[src/rtl/dram_pkg.sv]
// Shared state type, address field widths and default timings for the DRAM command scheduler.
package dram_pkg;

    localparam int RANK_BITS       = 1;
    localparam int BANK_GROUP_BITS = 2;
    localparam int BANK_BITS       = 2;
    localparam int ROW_BITS        = 8;
    localparam int COLUMN_BITS     = 6;
    localparam int ADDR_W          = RANK_BITS + BANK_GROUP_BITS + BANK_BITS + ROW_BITS + COLUMN_BITS;

    localparam int DEF_T_RCD  = 4;
    localparam int DEF_T_RP   = 4;
    localparam int DEF_T_CL   = 4;
    localparam int DEF_T_RFC  = 16;
    localparam int DEF_T_REFI = 128;

    typedef enum logic [3:0] {
        IDLE       = 4'd0,
        ACTIVATE   = 4'd1,
        ACT_WAIT   = 4'd2,
        READ       = 4'd3,
        WRITE      = 4'd4,
        RW_WAIT    = 4'd5,
        PRECHARGE  = 4'd6,
        PRE_WAIT   = 4'd7,
        REFRESH    = 4'd8,
        REF_WAIT   = 4'd9
    } dram_state_t;

    function automatic int max_of4(input int a, input int b, input int c, input int d);
        int m;
        m = a;
        if (b > m) m = b;
        if (c > m) m = c;
        if (d > m) m = d;
        return m;
    endfunction

endpackage

[src/rtl/dram_refresh_timer.sv]
// Free-running refresh interval counter; raises ref_pending on each wrap until acknowledged.
module dram_refresh_timer
    import dram_pkg::*;
#(
    parameter int T_REFI = DEF_T_REFI
) (
    input  logic CLK,
    input  logic nRST,
    input  logic ref_ack,
    output logic ref_pending
);

    localparam int W = (T_REFI > 1) ? $clog2(T_REFI) : 1;
    localparam logic [W-1:0] LAST = W'(T_REFI - 1);

    logic [W-1:0] cnt;
    logic         wrap;

    assign wrap = (cnt == LAST);

    // A wrap wins over an ack in the same cycle so that no interval is lost.
    always_ff @(posedge CLK or negedge nRST) begin
        if (!nRST) begin
            cnt         <= '0;
            ref_pending <= 1'b0;
        end else begin
            cnt <= wrap ? '0 : cnt + 1'b1;
            if (wrap)
                ref_pending <= 1'b1;
            else if (ref_ack)
                ref_pending <= 1'b0;
        end
    end

endmodule

[src/rtl/dram_cmd_sched.sv]
// Single-request DRAM command sequencer with periodic refresh.
// Define DRAM_OPEN_PAGE_EN to keep the row open after an access; default is closed-page.
module dram_cmd_sched
    import dram_pkg::*;
#(
    parameter int T_RCD  = DEF_T_RCD,
    parameter int T_RP   = DEF_T_RP,
    parameter int T_CL   = DEF_T_CL,
    parameter int T_RFC  = DEF_T_RFC,
    parameter int T_REFI = DEF_T_REFI
) (
    input  logic                       CLK,
    input  logic                       nRST,
    input  logic                       req_valid,
    input  logic                       req_write,
    input  logic [ADDR_W-1:0]          req_addr,
    output logic                       req_ready,
    output logic                       done,
    output dram_state_t                state,
    output dram_state_t                nstate,
    output logic [RANK_BITS-1:0]       RA,
    output logic [BANK_GROUP_BITS-1:0] BG,
    output logic [BANK_BITS-1:0]       B,
    output logic [ROW_BITS-1:0]        R,
    output logic [COLUMN_BITS-1:0]     C,
    output logic                       ref_re
);

    localparam int CNT_W = $clog2(max_of4(T_RCD, T_RP, T_CL, T_RFC));
    localparam logic [CNT_W-1:0] ACT_LAST = CNT_W'(T_RCD - 2);
    localparam logic [CNT_W-1:0] PRE_LAST = CNT_W'(T_RP - 2);
    localparam logic [CNT_W-1:0] CL_LAST  = CNT_W'(T_CL - 1);
    localparam logic [CNT_W-1:0] RFC_LAST = CNT_W'(T_RFC - 2);

    logic [RANK_BITS-1:0]       a_ra;
    logic [BANK_GROUP_BITS-1:0] a_bg;
    logic [BANK_BITS-1:0]       a_b;
    logic [ROW_BITS-1:0]        a_r;
    logic [COLUMN_BITS-1:0]     a_c;
    logic [CNT_W-1:0]           cnt, cnt_nxt;
    logic                       wr_q;
    logic                       accept;
    logic                       ref_pending;
    logic                       ref_ack;

    assign {a_ra, a_bg, a_b, a_r, a_c} = req_addr;

    assign req_ready = (state == IDLE) && !ref_pending;
    assign accept    = req_valid && req_ready;
    assign ref_ack   = (nstate == REFRESH) && (state != REFRESH);

`ifdef DRAM_OPEN_PAGE_EN
    logic row_open;
    logic pre_ref;
    logic row_hit;
    // Latched RA/BG/B/R always name the open row while row_open is set.
    assign row_hit = row_open && ({a_ra, a_bg, a_b, a_r} == {RA, BG, B, R});
`endif

    dram_refresh_timer #(.T_REFI(T_REFI)) u_ref_timer (
        .CLK         (CLK),
        .nRST        (nRST),
        .ref_ack     (ref_ack),
        .ref_pending (ref_pending)
    );

    always_comb begin
        nstate = state;
        case (state)
            IDLE: begin
                if (ref_pending)
`ifdef DRAM_OPEN_PAGE_EN
                    nstate = row_open ? PRECHARGE : REFRESH;
`else
                    nstate = REFRESH;
`endif
                else if (req_valid)
`ifdef DRAM_OPEN_PAGE_EN
                    nstate = !row_open ? ACTIVATE :
                             row_hit   ? (req_write ? WRITE : READ) : PRECHARGE;
`else
                    nstate = ACTIVATE;
`endif
            end
            ACTIVATE:    nstate = ACT_WAIT;
            ACT_WAIT:    if (cnt == ACT_LAST) nstate = wr_q ? WRITE : READ;
            READ, WRITE: nstate = RW_WAIT;
`ifdef DRAM_OPEN_PAGE_EN
            RW_WAIT:     if (cnt == CL_LAST) nstate = IDLE;
            PRECHARGE:   nstate = PRE_WAIT;
            PRE_WAIT:    if (cnt == PRE_LAST) nstate = pre_ref ? REFRESH : ACTIVATE;
`else
            RW_WAIT:     if (cnt == CL_LAST) nstate = PRECHARGE;
            PRECHARGE:   nstate = PRE_WAIT;
            PRE_WAIT:    if (cnt == PRE_LAST) nstate = IDLE;
`endif
            REFRESH:     nstate = REF_WAIT;
            REF_WAIT:    if (cnt == RFC_LAST) nstate = IDLE;
            default:     nstate = IDLE;
        endcase
    end

    // Wait counter restarts on every state entry; IDLE holds it at zero.
    assign cnt_nxt = ((nstate != state) || (state == IDLE)) ? '0 : cnt + 1'b1;

    always_ff @(posedge CLK or negedge nRST) begin
        if (!nRST) begin
            state  <= IDLE;
            cnt    <= '0;
            done   <= 1'b0;
            ref_re <= 1'b0;
            wr_q   <= 1'b0;
            RA     <= '0;
            BG     <= '0;
            B      <= '0;
            R      <= '0;
            C      <= '0;
`ifdef DRAM_OPEN_PAGE_EN
            row_open <= 1'b0;
            pre_ref  <= 1'b0;
`endif
        end else begin
            state  <= nstate;
            cnt    <= cnt_nxt;
            done   <= (nstate == RW_WAIT) && (cnt_nxt == CL_LAST);
            ref_re <= (nstate == REFRESH);
            if (accept) begin
                wr_q <= req_write;
                RA   <= a_ra;
                BG   <= a_bg;
                B    <= a_b;
                R    <= a_r;
                C    <= a_c;
            end
`ifdef DRAM_OPEN_PAGE_EN
            if (state == RW_WAIT && nstate == IDLE)
                row_open <= 1'b1;
            else if (nstate == PRECHARGE)
                row_open <= 1'b0;
            if (state == IDLE && nstate == PRECHARGE)
                pre_ref <= ref_pending;
`endif
        end
    end

endmodule

[config.mk]
export PLATFORM = sky130hd
export DESIGN_NAME = dram_cmd_sched
export DESIGN_NICKNAME = d
export VERILOG_FILES = /design/src/rtl/dram_pkg.sv /design/src/rtl/dram_refresh_timer.sv /design/src/rtl/dram_cmd_sched.sv
export SDC_FILE = /design/constraint.sdc
export NUM_CORES = 1
export LEC_CHECK = 0
export BUFFER_PORTS_ARGS = -buffer_cell sky130_fd_sc_hd__buf_2
export CAP_MARGIN = 25
export CORE_AREA = 2 2 47 92
export DETAILED_ROUTE_END_ITERATION = 8
export DIE_AREA = 0 0 49 94
export GPL_TIMING_DRIVEN = 0
export PLACE_DENSITY = 0.75
export SETUP_SLACK_MARGIN = 0.1
export SLEW_MARGIN = 40
export SYNTH_ARGS = -nofsm -noshare
export SYNTH_HDL_FRONTEND = slang
export SYNTH_SLANG_ARGS = --single-unit
[constraint.sdc]
create_clock -name CLK -period 5.1 [get_ports CLK]
set_input_delay 0 -clock CLK [delete_from_list [all_inputs] [get_ports CLK]]
set_output_delay 0 -clock CLK [all_outputs]
set_load 0.05 [all_outputs]
==> reports/metrics.yaml <==
power_and_ir_drop:
  leakagePower_nw: 1.16
  intPower_mw: 0.847
  power_frac_comb_pct: 50.4
  power_frac_seq_pct: 29.5
  p_per_area_mw_per_mm2: 680
  swShare_pct: 46.9
  irDropWorstVdd_mv: 0.481
  p_sw_mw: 0.748
  power_mw: 1.60
  p_clk_share_pct: 20.1
worst_setup_path:
  timing.rr.start: "cnt[0]$_DFF_PN0_"
  reg2reg_slack_ns: 3.04
  worstSetupPathType: "reg2out"
  crit_path_end_kind: "primary output"
  required_ns: 5.10
  arrival_ns: 2.46
  start_kind: "flop"
  cp_max_fo: 5
  timing.critical_path.from: "cnt[0]$_DFF_PN0_"
final_layout:
  final_cell_mix: "buf_2 (55), dfrtp_1 (38), dlygate4sd3_1 (21), mux2_2 (18), nor2_1 (10)"
  multiInputGateArea_um2: 686
  drive_above_1_share_pct: 43.1
  nFillCells: 331
  diodes: 0
  final_nets: 234
  area_growth_pct: 40.7
  final_common_cell: "buf_2"
  ff_latch_area_um2: 951
route:
  first_pass_iters: 4
  ant_nets: 0
  num_vias: 1316
  vias_per_cell: 5.06
  routedWlPerCell_um: 14.9
  postRouteWirelength_um: 3890
  drc: 0
  drtIter0Drc: 13
sta:
  max-slew-margin-rel_pct: 68.5
  finalCritPeriodShare_pct: 48.3
  setup_violations: 0
  hold_viol: 0
  fin_tns_setup_ns: 0
  fmax_mhz: 406
  rsz0062_at_grt: "no"
  tightest_slew_ns: 0.473
  slew_violations: 0
  period_needed_ns: 2.46
  final.setup_skew_ns: 0.0118
run:
  drv_cap: 0
yosys:
  async_flop_share_pct: 100
  synth_area_mm2: 0.00167
  ys.flop_type: "dfrtp_1"
  synth_area_leaders: "dfrtp_1 (57%), mux2_2 (12%), xor2_1 (2.6%)"
  yosysSeqAreaShare_pct: 57.0
  synth_seq_cells: 38
  synth_edf_count: 0
  syn_inst: 128
  yosysUniqueCellTypes: 36
  yosysTopAreaCellShare_pct: 57.0
  synth.avg_cell_area_um2: 13.0
  syn-num-nets: 154
  yosysWarnings: 0
  yosys.area.top_type: "dfrtp_1"
hold_path:
  hp-class: "in2reg"
  hp-start: "req_valid"
global_route:
  grt_pass1_vias: 1394
  grtUsageTotal_pct: 17.8
  grt_first_pass_wirelength_um: 6090
  antenna_found_initial: 0
  grt_start_max_net_pins: 39
  grt_overflow: 0
placement:
  dp_hpwl_um: 2660
  finalWeightedCongestion: 0.803
  port_buffers: 52
clocking:
  cts_setup_buffers: 0
  clk_pin_slew_ns: 0.08
  cts_max_path_buffers: 2
  clock_latency_ns: 0.30
  clock-sinks: 38
  holdBufCountCts: 21
  htree_levels: 2
  cts_resized: 0
  tritoncts: "built"
  cts_root_buf: "clkbuf_8"
  cts_buffers: 5
floorplan:
  die_w_um: 49
  start_util_pct: 42.9
  num_rows: 32
  ioPinCount: 53
  dieArea_mm2: 0.00461
  coreArea_mm2: 0.00388
  dieHeight_um: 94
outcome:
  status: "completed"
[area by class of cell]
class                      count  area share (%)
multi-input combinational     83            29.2
inverter                       2           0.320
tap                           51            2.72
buffer                         5            1.01
clock buffer                   6            3.52
clock inverter                 2            2.56
timing repair buffer          73            20.1
sequential                    38            40.5
[synth_stat cells (3+ instances only)]
| library cell | n |
|---|---|
| xor2_1 | 5 |
| dfrtp_1 | 38 |
| nor4_1 | 4 |
| nor2_1 | 10 |
| mux2_2 | 18 |
| nand2_1 | 4 |
| ha_1 | 3 |
| buf_2 | 4 |
| nand3_1 | 4 |
| a21o_1 | 3 |
[cell families (layout without fill, tap and decap cells)]
kind of cell	after synthesis	after routing	synth area share (%)
compound gates	14	14	7.80
fa+ha+maj	3	3	2.25
simple gates	39	39	13.9
xor+xnor	7	7	3.68
buf+inv	7	88	1.88
flops	38	38	57.0
mux	20	20	13.5
[flip-flops by register name, summed over array words and instances, names as in the netlist]
signal,flops
u_ref_timer.ref_pending,1
wr_q,1
R,8
B,2
BG,2
RA,1
done,1
u_ref_timer.cnt,7
cnt,4
C,6
ref_re,1
state,4
[power by group through the flow]
stage          Sequential [mW]  Clock, mW  Combinational (mW)
6_report                 0.471      0.320               0.804
5_1_grt                  0.484      0.335               0.848
4_1_cts                  0.469      0.325               0.807
3_5_place_dp             0.475          0               0.794
3_3_place_gp             0.470          0               0.784
2_1_floorplan            0.786          0               0.295
[worst max-delay path, cell delays in order, from the launching register on]
cell and delay [ns]:
dfrtp_1 0.42, inv_1 0.07, ha_1 0.20, or3b_4 0.41
or4b_4 0.51, o31a_2 0.13, nand4_1 0.13, buf_2 0.29
[worst paths after layout]
kind / cells past startpoint / end
max: 7 / nstate[0]
min: 3 / C[1]$_DFFE_PN0P_
max reg2reg: 6 / cnt[0]$_DFF_PN0_
min reg2reg: 1 / u_ref_timer.cnt[0]$_DFF_PN0_
max in group asynchronous: 2 / cnt[0]$_DFF_PN0_
min in group asynchronous: 2 / C[0]$_DFFE_PN0P_
[layer usage]
layer	wire length, µm	track usage [%]
met1	1420	18.5
met2	2250	32.6
met3	133	3.82
met4	86	9.29
met5	0	0
[through the flow]
step | hold WS [ns] | std cells | instance area, µm² | setup WS (ns) | utilization, %
finish | 0.133 | 260 | 2350 | 2.64 | 60.4
global route | 0.163 | 260 | 2350 | 2.53 | 60.4
CTS | 0.135 | 260 | 2340 | 2.62 | 60.4
detailed placement | 0.145 | 231 | 1990 | 2.94 | 51.3
global placement | 0.140 | 231 | 1990 | 2.95 | 51.3
floorplan | -0.296 | 128 | 1670 | 2.42 | -
Note: power is estimated with default switching activity, not from simulation.
